--- src/rtl/komut_verici.sv ---
// komut_verici: two-button UART command sender.
//
// Each active-low button is synchronised, debounced and turned into a one-clock
// press event that sets a per-button pending flag. A TX FSM drains the flags
// (forward first) and sends the command byte followed by CR as a back-to-back
// 8N1 frame pair, LSB first.
//
// Ports:
//   saatDarbesi    in   clock, rising edge
//   sifirlama      in   synchronous active-high reset
//   butonIleri     in   forward button, async, active-low
//   butonGeri      in   reverse button, async, active-low
//   gidenVeri      out  UART TX line, idle high (registered)
//   mesgul         out  high while a frame pair is in progress (registered)
//   gonderilenSayi out  completed frame-pair count, wraps at 256 (registered)
module komut_verici #(
    parameter int unsigned BAUD_BOLME    = 5208,
    parameter int unsigned DEBOUNCE_SAYI = 800000,
    parameter logic [7:0]  KOMUT_ILERI   = 8'h69,
    parameter logic [7:0]  KOMUT_GERI    = 8'h67
) (
    input  logic       saatDarbesi,
    input  logic       sifirlama,
    input  logic       butonIleri,
    input  logic       butonGeri,
    output logic       gidenVeri,
    output logic       mesgul,
    output logic [7:0] gonderilenSayi
);

    localparam logic [19:0] DEB_SON = 20'(DEBOUNCE_SAYI - 1);
    localparam logic [15:0] BIT_SON = 16'(BAUD_BOLME - 1);
    localparam logic [7:0]  KOMUT_CR = 8'h0D;

    typedef enum logic [1:0] {BOSTA, BASLA, VERI, DUR} durum_t;

    // Index 0 = forward button, index 1 = reverse button.
    logic [1:0]       r_senk1;
    logic [1:0]       r_senk2;
    logic [1:0]       r_seviye;
    logic [1:0][19:0] r_deb_sayac;
    logic [1:0]       r_bekle;

    durum_t      r_durum;
    logic [7:0]  r_bayt;
    logic        r_indeks;
    logic [15:0] r_bit_sayac;
    logic [2:0]  r_bit_no;
    logic        r_tx;
    logic        r_mesgul;
    logic [7:0]  r_sayi;

    logic [1:0]       w_seviye_d;
    logic [1:0][19:0] w_deb_sayac_d;
    logic [1:0]       w_bas;
    logic [1:0]       w_temizle;
    logic [1:0]       w_bekle_d;

    durum_t      w_durum_d;
    logic [7:0]  w_bayt_d;
    logic        w_indeks_d;
    logic [15:0] w_bit_sayac_d;
    logic [2:0]  w_bit_no_d;
    logic        w_tx_d;
    logic        w_mesgul_d;
    logic [7:0]  w_sayi_d;
    logic        w_bit_son;

    // Debounce: the level follows the synchronised input only after it has
    // disagreed for DEBOUNCE_SAYI clocks in a row. The press event fires in the
    // same cycle the level is about to fall, so the flag is set on that edge.
    always_comb begin
        w_seviye_d    = r_seviye;
        w_deb_sayac_d = r_deb_sayac;
        w_bas         = 2'b00;
        for (int k = 0; k < 2; k++) begin
            if (r_senk2[k] != r_seviye[k]) begin
                if (r_deb_sayac[k] == DEB_SON) begin
                    w_seviye_d[k]    = r_senk2[k];
                    w_deb_sayac_d[k] = '0;
                    w_bas[k]         = ~r_senk2[k];
                end else begin
                    w_deb_sayac_d[k] = r_deb_sayac[k] + 20'd1;
                end
            end else begin
                w_deb_sayac_d[k] = '0;
            end
        end
    end

    assign w_bit_son = (r_bit_sayac == BIT_SON);

    // TX FSM next state and outputs.
    always_comb begin
        w_durum_d     = r_durum;
        w_bayt_d      = r_bayt;
        w_indeks_d    = r_indeks;
        w_bit_sayac_d = r_bit_sayac;
        w_bit_no_d    = r_bit_no;
        w_tx_d        = r_tx;
        w_mesgul_d    = r_mesgul;
        w_sayi_d      = r_sayi;
        w_temizle     = 2'b00;

        case (r_durum)
            BOSTA: begin
                if (r_bekle != 2'b00) begin
                    w_durum_d     = BASLA;
                    w_tx_d        = 1'b0;
                    w_mesgul_d    = 1'b1;
                    w_indeks_d    = 1'b0;
                    w_bit_sayac_d = '0;
                    if (r_bekle[0]) begin
                        w_bayt_d     = KOMUT_ILERI;
                        w_temizle[0] = 1'b1;
                    end else begin
                        w_bayt_d     = KOMUT_GERI;
                        w_temizle[1] = 1'b1;
                    end
                end
            end
            BASLA: begin
                if (w_bit_son) begin
                    w_durum_d     = VERI;
                    w_bit_sayac_d = '0;
                    w_bit_no_d    = 3'd0;
                    w_tx_d        = r_bayt[0];
                    w_bayt_d      = {1'b0, r_bayt[7:1]};
                end else begin
                    w_bit_sayac_d = r_bit_sayac + 16'd1;
                end
            end
            VERI: begin
                if (w_bit_son) begin
                    w_bit_sayac_d = '0;
                    if (r_bit_no == 3'd7) begin
                        w_durum_d = DUR;
                        w_tx_d    = 1'b1;
                    end else begin
                        w_bit_no_d = r_bit_no + 3'd1;
                        w_tx_d     = r_bayt[0];
                        w_bayt_d   = {1'b0, r_bayt[7:1]};
                    end
                end else begin
                    w_bit_sayac_d = r_bit_sayac + 16'd1;
                end
            end
            DUR: begin
                if (w_bit_son) begin
                    w_bit_sayac_d = '0;
                    if (!r_indeks) begin
                        // Command byte done: CR follows with no idle gap.
                        w_durum_d  = BASLA;
                        w_tx_d     = 1'b0;
                        w_bayt_d   = KOMUT_CR;
                        w_indeks_d = 1'b1;
                    end else begin
                        w_durum_d  = BOSTA;
                        w_tx_d     = 1'b1;
                        w_mesgul_d = 1'b0;
                        w_sayi_d   = r_sayi + 8'd1;
                    end
                end else begin
                    w_bit_sayac_d = r_bit_sayac + 16'd1;
                end
            end
            default: begin
                w_durum_d = BOSTA;
            end
        endcase
    end

    // A press in the same cycle its flag is consumed keeps the flag set.
    assign w_bekle_d = (r_bekle & ~w_temizle) | w_bas;

    always_ff @(posedge saatDarbesi) begin
        if (sifirlama) begin
            r_senk1     <= 2'b11;
            r_senk2     <= 2'b11;
            r_seviye    <= 2'b11;
            r_deb_sayac <= '0;
            r_bekle     <= 2'b00;
            r_durum     <= BOSTA;
            r_bayt      <= 8'h00;
            r_indeks    <= 1'b0;
            r_bit_sayac <= '0;
            r_bit_no    <= 3'd0;
            r_tx        <= 1'b1;
            r_mesgul    <= 1'b0;
            r_sayi      <= 8'h00;
        end else begin
            r_senk1     <= {butonGeri, butonIleri};
            r_senk2     <= r_senk1;
            r_seviye    <= w_seviye_d;
            r_deb_sayac <= w_deb_sayac_d;
            r_bekle     <= w_bekle_d;
            r_durum     <= w_durum_d;
            r_bayt      <= w_bayt_d;
            r_indeks    <= w_indeks_d;
            r_bit_sayac <= w_bit_sayac_d;
            r_bit_no    <= w_bit_no_d;
            r_tx        <= w_tx_d;
            r_mesgul    <= w_mesgul_d;
            r_sayi      <= w_sayi_d;
        end
    end

    assign gidenVeri      = r_tx;
    assign mesgul         = r_mesgul;
    assign gonderilenSayi = r_sayi;

endmodule
--- config.mk ---
export PLATFORM = sky130hd
export DESIGN_NAME = komut_verici
export DESIGN_NICKNAME = d
export VERILOG_FILES = /design/src/rtl/komut_verici.sv
export SDC_FILE = /design/constraint.sdc
export NUM_CORES = 1
export LEC_CHECK = 0
export BUFFER_PORTS_ARGS = -buffer_cell sky130_fd_sc_hd__buf_2
export CORE_ASPECT_RATIO = 0.8
export CORE_MARGIN = 2
export CORE_UTILIZATION = 40
export CTS_CLUSTER_SIZE = 16
export DETAILED_ROUTE_END_ITERATION = 12
export PLACE_DENSITY_LB_ADDON = 0.15
export SLEW_MARGIN = 20
export SYNTH_ARGS = -nofsm -noshare
export SYNTH_HDL_FRONTEND = slang
export SYNTH_SLANG_ARGS = --single-unit
--- constraint.sdc ---
create_clock -name saatDarbesi -period 2.3 [get_ports saatDarbesi]
set_clock_uncertainty 0.05 [all_clocks]
set_input_delay 0.23 -clock saatDarbesi [delete_from_list [all_inputs] [get_ports saatDarbesi]]
set_output_delay 0.23 -clock saatDarbesi [all_outputs]
set_load 0.02 [all_outputs]
* Word-level counts from Yosys, hierarchy flattened
Cells that the tools add are included.
Storage, ports and cells: bits in registers 88, input port bits 4
Operators by class: add/sub/neg operators 5, equality and inequality tests 17, muxes and demuxes 43, bitwise operators 7, reduce and logical (&&, ||, !) cells 16
Operators by type and width (number):
- 8-bit 2-to-1 mux | 6
- 20-bit by 1-bit adder with 20-bit output (second input constant) | 2
- 20-bit == test (second input constant) | 2
- 16-bit 2-to-1 mux | 2
- 16-bit one-hot mux with 2 select lines | 1
- 8-bit one-hot mux with 4 select lines | 1
- 1-bit 2-to-1 mux | 17
- 16-bit by 1-bit adder with 16-bit output (second input constant) | 1
- 16-bit by 13-bit == test with 1-bit output (second input constant) | 1
- 2-bit inequality test (second input constant) | 8
- 2-bit 2-to-1 mux | 7
- 4-bit AND reduction | 3
- 3-bit 2-to-1 mux | 3
- 3-bit OR reduction | 3
- 8-bit by 1-bit adder with 8-bit output (second input constant) | 1
- 2-bit one-hot mux with 4 select lines | 1
- 3-bit one-hot mux with 2 select lines | 1
- 3-bit AND reduction | 2
- 6-bit AND reduction | 1
- 2-bit nonzero test | 3
- 5-bit AND reduction | 1
- 2-bit == test (second input constant) | 2
- 4-bit 2-to-1 mux | 1
- 1-bit NOT | 4
- 11 further kinds | 14

* Depth between registers and ports, before layout
Gate-level depths: netlist (run 1).
depth after elaboration 6, mapped depth 8, mapped depth without buffers 7

* Least setup slack after synthesis (run 1)
Ideal clock, no wire load.
kind reg2reg, from reg r_durum[0], to reg r_bit_sayac[13], library setup time 115 ps, data arrival time 1714 ps, required time 2135 ps, setup slack 421 ps, cell stages (with the launch flop) 9, path buffers 1, clock period less this slack 1879 ps, path through dfxtp_1 > inv_1 > ha_1 > or3b_2 > buf_2 > nand4_1 > nor3b_1 > xnor2_1 > nor2_1
Between the ends: word-level cells in the longest chain between the ends 3
Ends and longest elaborated chain:
- start: declaration | RTL line 44 | durum_t r_durum;
- start signal: assignment | RTL line 197 | r_durum <= w_durum_d;
- 2-bit == test / 2-bit by 1-bit == test with 1-bit output (equally long branches) | RTL line 105 | case (r_durum)
- 3-bit OR reduction (no line)
- 16-bit one-hot mux with 2 select lines | RTL line 105
- end signal: assignment | RTL line 200 | r_bit_sayac <= w_bit_sayac_d;
- end: declaration | RTL line 47 | logic [15:0] r_bit_sayac;
Parallel ways exist; a longest one is shown, timed or not. A chain may end at the register's enable or synchronous reset.

* Worst setup path in the final report (run 1)
Ends and elaborated chain as after synthesis.

==> impl_metrics.ini, run 1 <==
[cells_and_area]
num_antenna_cells = 0
final_nets = 491
fin_util = 0.469
syn_to_final_growth_pct = 12.8
fin_area_um2 = 4570
drive_above_1_share = 0.119

[floorplan]
placementRows = 32
die_x_um = 117
die_h_um = 94
pin_count = 14
initial_utilization = 0.416
coreArea_um2 = 9730
dieArea_um2 = 11000

[place]
dp_hpwl_um = 5250
place.gp.congestion = 0.830
port_buffers = 13
placed_area_um2 = 4250

[global_route]
grt_pass1_wl_um = 13400
grt_max_degree = 23
grt_pass1_vias = 2835
antenna_found_initial = 0
grt_usage = 0.155
overflow = 0

[logic_synthesis]
ys_seq_area_frac = 0.430
syn_nets = 474
synth.cell_area_um2 = 4050
synth_edf_count = 0
yosys_register_bits = 87
ys_types = 53
ys.flop_type = dfxtp_1
yosysWarnings = 0
netlist_instances = 459
avgSynthCellArea_um2 = 8.82
async_flop_share = 0

[critical_path]
critical_path_arrival_ps = 2250
required_ps = 2460
worstSetupStartpointType = register
worstSetupPathType = reg2reg
end_kind = register
cp_max_fo = 11

[detailed_routing]
final_antenna_net_count = 0
num_vias = 3050
routed_via_density = 4.94
drt_pass1_iterations = 4
wl_per_cell_um = 12.2
drc = 0
drtIter0Drc = 134
wirelength_um = 7550

[clocking]
cts_sinks = 87
cts.clk_slew.worst_paths_ps = 60
root_buffer = clkbuf_16
hold_buffers = 0
cts_setup_buffers = 0
cts.repair.resized = 0
cts_buffers = 9
cts_buffer_depth = 2
clkLatencyLatePin_ps = 340
htree_levels = 3
cts_tree = yes

[power]
ir_drop_mv = 0.453
clock_power_share = 0.437
p_seq_frac = 0.457
swShare = 0.243
p_switching_uw = 854
power.density_nw_per_um2 = 769
p_leak_nw = 1.51
p_int_mw = 2.66
total_power_mw = 3.51
comb_power_share = 0.107

[timing]
finalCritPeriodShare = 0.912
fin_tns_setup_ps = 0
finalHoldViolCount = 0
hold_ws_ps = 31.5
worst_slew_pin_slew_ps = 534
grt_setup_unrepaired = false
drv_slew = 0
fmax_mhz = 477
layout_min_cycle_time_ps = 2100
setup_violations = 0
relSlewSlack = 0.643

[job]
drv_cap = 0

[min_path]
min_path_type = in2reg

[status]
status = complete, no violations
==> critical path: stages (launching register included) <==
cell	delay (ps)
dfxtp_1	400
inv_1	120
ha_1	220
or3b_2	340
nand4_1	310
nor3b_1	320
xnor2_1	150
nor2_1	50
==> sequential cells by signal, indices dropped and copies added (netlist names) <==
register / cells
r_senk2: 2
r_indeks: 1
r_senk1: 2
mesgul: 1
r_deb_sayac: 40
r_bit_sayac: 16
r_seviye: 2
r_durum: 2
r_bit_no: 3
r_bayt: 7
gonderilenSayi: 8
gidenVeri: 1
r_bekle: 2
==> cell type report <==
type                    count  area (um2)
fillers                   928        5160
multi-input cells         342        2160
flip-flops and latches     87        1740
clock buffers              10         229
well taps                 136         170
repair buffers             22         133
clock inverters             6        85.1
inverters                  14        52.6
==> cells in the final DEF, fill, tap and decap left out, types with 4 or more instances in the layout <==
cell type / n
nand3_1: 26
dfxtp_1: 87
nor2_1: 82
nand4_1: 15
clkbuf_16: 9
nor4_2: 4
xor2_1: 28
a21oi_1: 17
xnor2_1: 32
ha_1: 11
and4_1: 5
and3_1: 5
or2_2: 5
nand2_1: 32
buf_2: 13
o21ai_0: 12
a211oi_1: 5
inv_1: 14
nand2b_1: 5
nor3_1: 16
buf_4: 9
==> power by group through the flow <==
stage	Combinational, mW	Clock [mW]	Sequential, mW
floorplan	0.283	0	1.64
global route	0.420	1.65	1.61
global placement	0.374	0	1.64
finish	0.374	1.53	1.60
CTS	0.379	1.58	1.60
detailed placement	0.375	0	1.64
==> worst paths after layout <==
path / startpoint / to / slack (ps) / cells after the start
worst max-delay path: r_durum[0] / r_bit_sayac[13] / 200 / 7
worst min-delay path: butonIleri / r_senk1[0] / 30 / 2
worst max register to register: r_durum[0] / r_bit_sayac[13] / 200 / 7
worst min register to register: r_senk1[1] / r_senk2[1] / 360 / 1
==> metrics by stage <==
stage               setup WS, ps  cells
CTS                          176    617
finish                       203    617
floorplan                    421    459
global placement             257    601
detailed placement           199    601
global route                28.4    617
==> metal layers <==
layer	part of all wire	GRT usage	vias up
met3	0.028	0.0465	7
met1	0.54	0.220	1410
li1	-	-	1606
met4	0.013	0.0536	0
met2	0.42	0.221	27
met5	0	0	-
==> kinds of logic (layout without fill, tap and decap cells) <==
family | after synthesis | after routing | synth area share
multiplexers | 2 | 2 | 0.00494
XOR/XNOR | 60 | 60 | 0.130
adder cells (fa/ha/maj) | 11 | 11 | 0.0340
AO/OA/AOI/OAI | 48 | 48 | 0.0772
buffers and inverters | 30 | 52 | 0.0377
flip-flops | 87 | 87 | 0.430
AND/OR/NAND/NOR | 221 | 221 | 0.286
==> Yosys cell counts, drive strengths merged (6+ instances only) <==
| cell | n | share of area |
|---|---|---|
| dfxtp | 87 | 0.43 |
| nor3 | 18 | 0.026 |
| and4 | 6 | 0.014 |
| nand2 | 32 | 0.030 |
| buf | 9 | 0.018 |
| a21oi | 18 | 0.023 |
| xor2 | 28 | 0.061 |
| o21ai | 13 | 0.016 |
| clkbuf | 7 | 0.0065 |
| ha | 11 | 0.034 |
| nand4 | 17 | 0.029 |
| nor4 | 6 | 0.015 |
| inv | 14 | 0.013 |
| xnor2 | 32 | 0.069 |
| nor2 | 82 | 0.076 |
| or2 | 7 | 0.011 |
| nand3 | 26 | 0.032 |
(Power assumes the default switching activity.)
==> run 2: changes to the inputs <==
--- a/config.mk
+++ b/config.mk
@@ -8,7 +8,7 @@
 export BUFFER_PORTS_ARGS = -buffer_cell sky130_fd_sc_hd__buf_2
 export CORE_ASPECT_RATIO = 0.8
 export CORE_MARGIN = 2
-export CORE_UTILIZATION = 40
+export CORE_UTILIZATION = 50
 export CTS_CLUSTER_SIZE = 16
 export DETAILED_ROUTE_END_ITERATION = 12
 export PLACE_DENSITY_LB_ADDON = 0.15
==> run 2 against run 1 <==
Combinational power is 2% higher. Die area shrank 19%. Non-clock buffer count rose by 4. Fmax is 1.4% lower. Count of clock-buffer cells in the layout unchanged. Routed wire length is 1.2% lower. Critical endpoint is now r_bit_sayac[9]. Largest power group unchanged. Highest routed layer unchanged.
==> impl_metrics.ini, run 2 (synthesis gave the netlist of run 1 again) <==
[cells_and_area]
fill_cells = 776
layout_common_cells = 87 x dfxtp_1, 82 x nor2_1, 32 x nand2_1, 32 x xnor2_1, 28 x xor2_1
syn_to_final_growth_pct = 10.1
fin_util = 0.564
final_common_cell = dfxtp_1
final_nets = 495
fin_area_um2 = 4460
largest-register = r_deb_sayac
drive_above_1_share = 0.124
regArea_um2 = 1740
final_cells = 593
largest_reg_flops = 40
num_antenna_cells = 0
multiInputGateArea_um2 = 2160

[place]
placed_cells = 574
port_buffers = 13
place_ws_ps = 202
dp_hpwl_um = 5120
placed_area_um2 = 4230
place.gp.congestion = 0.813

[floorplan]
initial_utilization = 0.512
die_x_um = 105
coreArea_um2 = 7910
placementRows = 29
dieArea_um2 = 8840
pin_count = 14
die_h_um = 84.5

[detailed_routing]
wl_per_cell_um = 12.6
drc = 0
final_antenna_net_count = 0
wirelength_um = 7460
drt_pass1_iterations = 4
routed_via_density = 5.19
drtIter0Drc = 144
num_vias = 3075

[timing]
grt_setup_unrepaired = false
hold_ws_ps = 189
worst_slew_pin_slew_ps = 521
fmax_mhz = 470
relSlewSlack = 0.652
drv_slew = 0
finalHoldViolCount = 0
setup_ws_ps = 172
finalCritPeriodShare = 0.925
setup_violations = 0
layout_min_cycle_time_ps = 2130
fin_tns_setup_ps = 0

[global_route]
grt_usage = 0.180
antenna_found_initial = 0
grt_max_degree = 20
overflow = 0
grt_pass1_vias = 2833
grt_pass1_wl_um = 12900

[clocking]
root_buffer = clkbuf_8
cts_tree = yes
cts_buffers = 9
clkLatencyLatePin_ps = 360
cts_buffer_depth = 2
cts_sinks = 87
htree_levels = 3
cts.clk_slew.worst_paths_ps = 80

[critical_path]
required_ps = 2470
worstSetupStartpoint = r_durum[0]
worstSetupPathType = reg2reg
worstSetupStartpointType = register
r2r_start = r_durum[0]
end_kind = register
cp_max_fo = 12
critical_path_arrival_ps = 2300

[min_path]
hp-start = sifirlama
min_path_type = in2reg

[power]
power.density_nw_per_um2 = 689
ir_drop_mv = 0.457
total_power_mw = 3.07
p_leak_nw = 1.48

[status]
status = complete, no violations

[job]
drv_cap = 0
-- run 2: cell types whose count changed in the layout (fill, tap and decap cells not counted), moves of 2 or more --
cell / change
buf_4: +2
clkbuf_16: -9
clkbuf_8: +10
dlygate4sd3_1: +2
inv_6: +2
-- run 2: repair_timing --
action,in CTS,in global routing
hold buffers,2,0
endpoints found under the setup margin,0,1
gates resized for setup,0,1
endpoints found under the hold margin,2,0
setup buffers,0,1
-- run 2: worst max-delay path: stages (launching register included) --
cell     delay [ps]
dfxtp_1         410
inv_1           120
ha_1            230
or3b_4          320
nand4_1         310
buf_4           250
nor2_1          120
xnor2_1         140
nor2_1           60
-- run 2: path summary, 6_finish.rpt --
| check | slack [ps] | end | depth (start not counted) |
|---|---|---|---|
| worst max register to register | 170 | r_bit_sayac[9] | 8 |
| worst min register to register | 370 | r_senk2[0] | 1 |
| worst min-delay path | 190 | r_bekle[1] | 2 |
| worst max-delay path | 170 | r_bit_sayac[9] | 8 |
-- run 2: area by class of cell --
| type | instances | share of cell area |
|---|---|---|
| sequential | 87 | 0.390 |
| multi-input combinational | 342 | 0.484 |
| inverter | 14 | 0.0118 |
| tap | 108 | 0.0303 |
| timing repair buffer | 26 | 0.0376 |
| clock inverter | 6 | 0.0151 |
| clock buffer | 10 | 0.0309 |
-- run 2: report_power, final --
| part | internal (mW) | switching [mW] |
|---|---|---|
| Sequential | 1.56 | 0.0380 |
| Combinational | 0.154 | 0.230 |
| Clock | 0.537 | 0.555 |
| Total | 2.25 | 0.823 |
-- run 2: metal layers --
metal | vias to the layer above | GRT usage | routed length (um)
met5 | - | 0 | 0
met4 | 0 | 0.0545 | 39
met3 | 4 | 0.0598 | 216
met2 | 38 | 0.265 | 3230
met1 | 1421 | 0.250 | 3970
li1 | 1612 | - | -
